$ cat config.mk
export PLATFORM = sky130hd
export DESIGN_NAME = ramen_order_feeder
export DESIGN_NICKNAME = d
export VERILOG_FILES = /design/src/rtl/ramen_order_feeder.sv
export SDC_FILE = /design/constraint.sdc
export NUM_CORES = 1
export LEC_CHECK = 0
export CORE_ASPECT_RATIO = 1.75
export CORE_MARGIN = 1.5
export CORE_UTILIZATION = 50
export DETAILED_ROUTE_END_ITERATION = 16
export GPL_ROUTABILITY_DRIVEN = 0
export PLACE_DENSITY = 0.84
export SYNTH_ARGS = -nofsm -noshare
export SYNTH_HDL_FRONTEND = slang
export SYNTH_SLANG_ARGS = --single-unit
export TNS_END_PERCENT = 5
$ cat constraint.sdc
create_clock -name clk -period 2.35 [get_ports clk]
set_clock_uncertainty 0.15 [all_clocks]
set_input_delay 0.3525 -clock clk [delete_from_list [all_inputs] [get_ports clk]]
set_output_delay 0.3525 -clock clk [all_outputs]
set_load 0.02 [all_outputs]
$ cat src/rtl/ramen_order_feeder.sv
// ramen_order_feeder
//   Upstream stage of the ramen shop core. Orders arrive on a valid/ready
//   port and are buffered in a small FIFO. Each order is then sent to the core
//   as two in_valid beats: the first carries the ramen type, the second the
//   portion. The block waits for the core's per-order result strobe, tallies
//   successes and failures, and closes the selling day after an order flagged
//   last by waiting for the core's day-totals strobe.
//
// Ports
//   clk, rst_n                 clock (rising edge), async active-low reset
//   ord_valid/ord_ready        upstream handshake (ready = FIFO not full)
//   ord_type, ord_portion,     order payload, ord_last closes the day
//   ord_last
//   in_valid, selling,         core-facing order protocol (registered)
//   ramen_type, portion
//   out_valid_order, success   per-order result from the core
//   out_valid_tot              day totals strobe from the core
//   day_done                   1-cycle pulse the cycle after totals are seen
//   ok_cnt, fail_cnt           saturating per-day result tallies
module ramen_order_feeder #(
  parameter int DEPTH = 8,
  parameter int CNT_W = 7
) (
  input  logic             clk,
  input  logic             rst_n,
  input  logic             ord_valid,
  output logic             ord_ready,
  input  logic [1:0]       ord_type,
  input  logic             ord_portion,
  input  logic             ord_last,
  output logic             in_valid,
  output logic             selling,
  output logic [1:0]       ramen_type,
  output logic             portion,
  input  logic             out_valid_order,
  input  logic             success,
  input  logic             out_valid_tot,
  output logic             day_done,
  output logic [CNT_W-1:0] ok_cnt,
  output logic [CNT_W-1:0] fail_cnt
);

  localparam int AW = $clog2(DEPTH);
  localparam logic [AW:0] DEPTH_CNT = (AW+1)'(DEPTH);

  typedef enum logic [2:0] {
    S_IDLE, S_SEND0, S_SEND1, S_WAIT, S_HOLD, S_CLOSE
  } state_t;

  state_t state, state_nxt;

  logic [3:0]    fifo_mem [DEPTH];
  logic [AW-1:0] wr_ptr, rd_ptr;
  logic [AW:0]   fifo_cnt;
  logic          fifo_empty, push, pop;
  logic [3:0]    head;
  logic          cur_portion, cur_last;

  logic          in_valid_d, selling_d, portion_d, day_done_d;
  logic [1:0]    ramen_type_d;

  function automatic logic [CNT_W-1:0] sat_inc(input logic [CNT_W-1:0] v);
    return (&v) ? v : v + 1'b1;
  endfunction

  assign ord_ready  = (fifo_cnt != DEPTH_CNT);
  assign fifo_empty = (fifo_cnt == '0);
  assign push       = ord_valid && ord_ready;
  assign pop        = (state == S_SEND0);
  assign head       = fifo_mem[rd_ptr];

  // Entry layout {last, portion, type}. Storage and the in-flight order latch
  // carry data only, so they are not reset.
  always_ff @(posedge clk) begin
    if (push) fifo_mem[wr_ptr] <= {ord_last, ord_portion, ord_type};
    if (pop) begin
      cur_portion <= head[2];
      cur_last    <= head[3];
    end
  end

  // Pointers wrap naturally because DEPTH is a power of two.
  always_ff @(posedge clk or negedge rst_n) begin
    if (!rst_n) begin
      wr_ptr   <= '0;
      rd_ptr   <= '0;
      fifo_cnt <= '0;
    end else begin
      if (push) wr_ptr <= wr_ptr + 1'b1;
      if (pop)  rd_ptr <= rd_ptr + 1'b1;
      case ({push, pop})
        2'b10:   fifo_cnt <= fifo_cnt + 1'b1;
        2'b01:   fifo_cnt <= fifo_cnt - 1'b1;
        default: fifo_cnt <= fifo_cnt;
      endcase
    end
  end

  // State register; core-facing outputs are registered copies of the
  // decode of the current state, so they lag the state by one cycle.
  always_ff @(posedge clk or negedge rst_n) begin
    if (!rst_n) begin
      state      <= S_IDLE;
      in_valid   <= 1'b0;
      selling    <= 1'b0;
      ramen_type <= 2'b0;
      portion    <= 1'b0;
      day_done   <= 1'b0;
    end else begin
      state      <= state_nxt;
      in_valid   <= in_valid_d;
      selling    <= selling_d;
      ramen_type <= ramen_type_d;
      portion    <= portion_d;
      day_done   <= day_done_d;
    end
  end

  always_comb begin
    state_nxt = state;
    case (state)
      S_IDLE:  if (!fifo_empty) state_nxt = S_SEND0;
      S_SEND0: state_nxt = S_SEND1;
      S_SEND1: state_nxt = S_WAIT;
      S_WAIT: begin
        if (out_valid_order) begin
          if (cur_last)         state_nxt = S_CLOSE;
          else if (!fifo_empty) state_nxt = S_SEND0;
          else                  state_nxt = S_HOLD;
        end
      end
      S_HOLD:  if (!fifo_empty) state_nxt = S_SEND0;
      S_CLOSE: if (out_valid_tot) state_nxt = S_IDLE;
      default: state_nxt = S_IDLE;
    endcase
  end

  always_comb begin
    in_valid_d   = (state == S_SEND0) || (state == S_SEND1);
    selling_d    = (state == S_SEND0) || (state == S_SEND1) ||
                   (state == S_WAIT)  || (state == S_HOLD);
    ramen_type_d = (state == S_SEND0) ? head[1:0] : 2'b0;
    portion_d    = (state == S_SEND1) ? cur_portion : 1'b0;
    // Totals are only honoured while the day is closing.
    day_done_d   = (state == S_CLOSE) && out_valid_tot;
  end

  // Tallies clear when a new day starts and hold after day_done.
  always_ff @(posedge clk or negedge rst_n) begin
    if (!rst_n) begin
      ok_cnt   <= '0;
      fail_cnt <= '0;
    end else if ((state == S_IDLE) && !fifo_empty) begin
      ok_cnt   <= '0;
      fail_cnt <= '0;
    end else if ((state == S_WAIT) && out_valid_order) begin
      if (success) ok_cnt   <= sat_inc(ok_cnt);
      else         fail_cnt <= sat_inc(fail_cnt);
    end
  end

endmodule

; After elaboration in Yosys (flattened, before gate mapping)
; Memories as Yosys holds them, arrays and structs flattened.
; Index checks and enable logic that the tools add are counted.
[totals]
ff_bits = 35
latch_bits = 0
mem_bits_rw = 32
mem_bits_ro = 0
inputBits = 10
output_inout_bits = 21
n_memories = 1
[op_classes]
addsub = 6
mul = 0
n_div = 0
magnitude_cmp = 0
eq_ne = 14
shifts = 0
mux = 19
bitwise = 0
n_reduce_logical = 19
[memory_table]
columns = memory, depth, width, rd, rd_ports_with_merged_regs, write_ports, line
row1 = fifo_mem, 8, 4, 1, 0, 1, 52  ; logic [3:0] fifo_mem [DEPTH];
[op_table]
columns = cell, n
row1 = 7-bit two-way mux, 8
row2 = 3-bit two-way mux, 5
row3 = 3-bit one-hot mux with 5 select lines, 1
row4 = 7-bit by 1-bit adder with 7-bit output (second input constant), 2
row5 = 7-bit AND reduction, 2
row6 = 2-bit inequality test (second input constant), 5
row7 = 3-bit AND reduction, 3
row8 = 4-bit one-hot mux with 2 select lines, 1
row9 = 3-bit by 1-bit adder with 3-bit output (second input constant), 2
row10 = 3-bit by 2-bit equality test with 1-bit output (second input constant), 2
row11 = 3-bit equality test (second input constant), 2
row12 = 2-bit nonzero test, 3
row13 = 4-bit by 1-bit adder with 4-bit output (second input constant), 1
row14 = 1-bit logical AND, 4
row15 = 4-bit zero test, 1
row16 = 4-bit inequality test (second input constant), 1
row17 = 4-bit by 1-bit subtractor with 4-bit output (second input constant), 1
row18 = 3-bit by 1-bit equality test with 1-bit output (second input constant), 1
row19 = 3-bit zero test, 1
row20 = 1-bit logical OR, 3
row21 = 1-bit two-way mux, 3
row22 = 2-bit by 1-bit equality test with 1-bit output (second input constant), 1
row23 = 2-bit equality test (second input constant), 1
row24 = 2-bit two-way mux, 1
row25 = other kinds (3), 3

; Depth between registers and ports, before layout
[logic_depth]
ltp_word = 5
mapped_depth = 11

; Least setup slack after synthesis
; OpenSTA, ideal clock, no wires.
[synth_timing]
path_kind = reg2reg
startpoint = reg fifo_cnt[1]
endpoint = reg fifo_cnt[2]
setup_time_ns = 0.126
arrival_ns = 2.142
required_ns = 2.074
path_slack_ns = -0.068
stages_incl_launch_ff = 12
n_path_buf = 1
synth_period_minus_slack_ns = 2.418
path_cell_list = dfrtp_1 > clkbuf_1 > nor3_1 > nand2_1 > nand2_1 > ha_1 > xor2_1 > ha_1 > a21oi_1 > xor2_1 > nor2_1 > xor2_1
[synth_via]
elab_chain_cells = 4
[synth_lines]
columns = element, line
row1 = "start, declared", 54  ; logic [AW:0] fifo_cnt;
row2 = "start signal, assigned", 92  ; 2'b10: fifo_cnt <= fifo_cnt + 1'b1;
row3 = "start signal, assigned", 93  ; 2'b01: fifo_cnt <= fifo_cnt - 1'b1;
row4 = "start signal, assigned", 94  ; default: fifo_cnt <= fifo_cnt;
row5 = 4-bit inequality test (*), 66  ; assign ord_ready = (fifo_cnt != DEPTH_CNT);
row6 = named net ord_ready, 27  ; output logic ord_ready,
row7 = 1-bit logical AND (*), 68  ; assign push = ord_valid && ord_ready;
row8 = 2-bit by 1-bit equality test with 1-bit output or 2-bit equality test (tied branches), 91  ; case ({push, pop})
row9 = 4-bit one-hot mux with 2 select lines or 2-bit nonzero test (tied branches), n/a
; Mark *: on every way through the listed nets, which the timed path passes. The rest lies on a longest branch.
; A chain may end at the register's enable or synchronous reset.

; Final worst setup path
[layout_timing]
startpoint = reg fifo_cnt[2]
endpoint = out ord_ready
[layout_via]
elab_chain_cells = 1
[layout_lines]
columns = element, line
row1 = 4-bit inequality test, 66
row2 = "end, declared", 27
; Every way passes these cells.

==> flow_summary.toml <==
[synthesis]
basic_gate_share_of_the_synthesized_area_counting_and_or_nand_and_nor_cells_pct = 13.3
post_synth_mux_area_share_pct = 9.39
synthesis.yosys.warnings = 0
async_flop_share_pct = 49.3
postSynthCellCount = 212
compound_cell_area_share_of_the_yosys_netlist_pct = 6.15
synth_area_per_cell_um2 = 13.8
synth_top_family_by_area = "simple AND/OR/NAND/NOR gates"
synth.largest_area_cell = "sky130_fd_sc_hd__edfxtp_1"
synth_cell_types = 40
synthFlopType = "sky130_fd_sc_hd__edfxtp_1"
synth_top_area_share_pct = 34.8
post_synth_main_area_contributors = "sky130_fd_sc_hd__edfxtp_1 (35%), sky130_fd_sc_hd__dfrtp_1 (28%), sky130_fd_sc_hd__mux4_2 (6.1%), sky130_fd_sc_hd__ha_1 (3.0%), sky130_fd_sc_hd__xnor2_1 (2.4%)"
sequential_share_of_the_synthesized_area_pct = 63.0
area_share_of_xor_xnor_cells_in_the_synthesized_design_pct = 3.88
mappedNetlistArea_mm2 = 0.00293
synth_fp_nets = 229
yosys_register_bits = 67
synth_enable_flop_cells = 34
synth_area_in_adders_pct = 2.99

[placed_design]
numPlacedInstances = 331
detailedPlacementHpwl_um = 3900
pre_cts_slack_ps = 64.8
count_of_input_and_output_buffers = 30
post_dp_cell_area_mm2 = 0.00346

[global_route]
globalRouteTotalUtil_pct = 19.5
pin_count_of_the_biggest_net_entering_global_routing = 34
grt.overflow.total = 0
grt_first_pass_wirelength_um = 8890
grt_pass1_vias = 1993
antenna_found_initial = 0

[timing]
endpoints_failing_setup = 0
tightest_slew_ps = 466
timing.final.crit_period_ps = 2210
report.final.slew_viol_count = 0
final_hold_viol_count = 0
fmax_mhz = 452
post-route-period-util_pct = 94.1
finalWorstSetupSlack_ps = 138
setup_tns_ps = 0
max_slew_margin_pct = 68.8
rsz0062_at_grt = "false"
hold-worst-slack_ps = 246

[worst_setup_path]
crit_path_start_kind = "flop"
critical_path_class = "flop to output pin"
critPathCaptureType = "output pin"
timing.reg2reg.setup_slack_ps = 210
cp_data_arrival_time_ps = 1710
maximum_fanout_along_the_worst_path = 5
required_ps = 1850

[floorplanning]
placement_rows = 36
coreArea_mm2 = 0.00563
io_pins = 31
floorplan.initialDensity_pct = 52.1
floorplan.die.width_um = 60.9
die_area_mm2 = 0.00635
chipHeight_um = 104

[final_layout]
design.final.nets = 283
final_cell_area_mm2 = 0.00365
syn_to_final_growth_pct = 24.5
antennaDiodeCount = 0
layout-drive-gt1-share_pct = 20.3
fillerInstances = 408
post_layout_nonfiller_instances = 347

[power]
irDropWorstVdd_v = 0.000675
power-per-cell-area_mw_per_mm2 = 1190
p_leak_nw = 1.41

[cts]
htree_levels = 3
clkSinkCount = 67
cts.hold.buffers_added = 0
cts_tree = "done"
postCtsSetupBuffers = 0
cts_made_buffers = 9
worstSkewPairLatency_ps = 350
clkTransAtPathRegs_ps = 80
post_cts_resized = 0
clock_tree.buffer_depth = 2
clk_root_buffer_cell = "sky130_fd_sc_hd__clkbuf_8"

[detailed_routing]
drt-pass1-iter-count = 4
ant_nets = 0
routed_wire_length_per_instance_um = 15.4
route.final.wire_length_um = 5340
dr.first_iter.drc_count = 89
vias = 1900
vias_per_cell = 5.48
post-route-drc-count = 0

[run]
maxCapViolCount = 0

[outcome]
outcome = "finished clean"

[worst_hold_path]
timing.hold.worst.class = "input port to asynchronous set/reset pin"
Yosys cell counts (3+ instances only):
cell,count
sky130_fd_sc_hd__edfxtp_1,34
sky130_fd_sc_hd__dfrtp_1,33
sky130_fd_sc_hd__nand2_1,17
sky130_fd_sc_hd__nor2_1,17
sky130_fd_sc_hd__nand3_1,9
sky130_fd_sc_hd__mux4_2,8
sky130_fd_sc_hd__xnor2_1,8
sky130_fd_sc_hd__a21oi_1,7
sky130_fd_sc_hd__ha_1,7
sky130_fd_sc_hd__nor3_1,6
sky130_fd_sc_hd__o21ai_0,6
sky130_fd_sc_hd__clkbuf_1,5
sky130_fd_sc_hd__mux2i_1,5
sky130_fd_sc_hd__xor2_1,5
sky130_fd_sc_hd__mux2_2,4
sky130_fd_sc_hd__o31ai_1,4
sky130_fd_sc_hd__nor4bb_1,3
sky130_fd_sc_hd__or4_1,3
where the power goes:
group	internal [W]	total [W]	switching [W]	leakage [nW]
registers	0.00155	0.00182	0.000265	0.730
clock network	0.000483	0.000922	0.000438	0.0865
logic	0.000831	0.00159	0.000755	0.589
path summary, 6_finish.rpt:
check,start,to,cells past startpoint
worst max-delay path,fifo_cnt[2],ord_ready,3
max in group asynchronous,rst_n,ok_cnt[3],2
worst max register to register,fail_cnt[0],fail_cnt[4],6
min in group clk,fifo_cnt[3],fifo_cnt[3],1
worst min register to register,fifo_cnt[3],fifo_cnt[3],1
worst min-delay path,rst_n,ramen_type[1],2
metal layers:
metal / part of all wire, % / global-route usage, % / up-vias
met2: 58 / 34.9 / 35
met1: 37 / 19.1 / 939
met5: 0 / 0 / -
li1: - / - / 916
met4: 2.1 / 8.70 / 0
met3: 2.8 / 6.59 / 10
cells in the final DEF, fill, tap and decap left out, drive strengths merged, types with 6 or more instances in the layout:
cell type,n
xnor2,8
o21ai,6
a21oi,7
nand2,17
clkbuf,9
nor3,6
mux4,8
nor2,17
edfxtp,34
buf,21
clkdlybuf4s50,30
dfrtp,33
nand3,9
ha,7
state kept, by name (all words and copies together), names as in the netlist:
| signal | cells |
|---|---|
| cur_last | 1 |
| cur_portion | 1 |
| day_done | 1 |
| fail_cnt | 7 |
| fifo_cnt | 4 |
| fifo_mem | 32 |
| in_valid | 1 |
| ok_cnt | 7 |
| portion | 1 |
| ramen_type | 2 |
| rd_ptr | 3 |
| selling | 1 |
| state | 3 |
| wr_ptr | 3 |
logic make-up (layout without fill, tap and decap cells):
kind of cell             count (synthesis)  after routing
flip-flops                              67             67
XOR/XNOR                                13             13
AO/OA/AOI/OAI                           27             27
AND/OR/NAND/NOR                         71             71
multiplexers                            17             17
adder cells (fa/ha/maj)                  7              7
buffers and inverters                   10             69
worst max-delay path, stage by stage (launching register included):
cell	delay, ps
sky130_fd_sc_hd__dfrtp_1	440
sky130_fd_sc_hd__nor3_1	200
sky130_fd_sc_hd__nand2_1	150
sky130_fd_sc_hd__clkdlybuf4s50_1	570
per-stage QoR:
stage	power [W]	util (%)
floorplan	0.00285	-
global placement	0.00338	61.4
detailed placement	0.00344	61.4
CTS	0.00437	64.8
global route	0.00463	64.8
finish	0.00433	64.8
area by class of cell:
| type | count | area [um2] | share of cell area, % |
|---|---|---|---|
| flip-flops and latches | 67 | 1850 | 50.6 |
| multi-input cells | 135 | 1050 | 28.8 |
| repair buffers | 51 | 458 | 12.5 |
| clock buffers | 9 | 124 | 3.39 |
| well taps | 76 | 95.1 | 2.60 |
| clock inverters | 7 | 68.8 | 1.88 |
| inverters | 2 | 7.51 | 0.206 |
No activity file was read; power rests on OpenSTA's default activity.
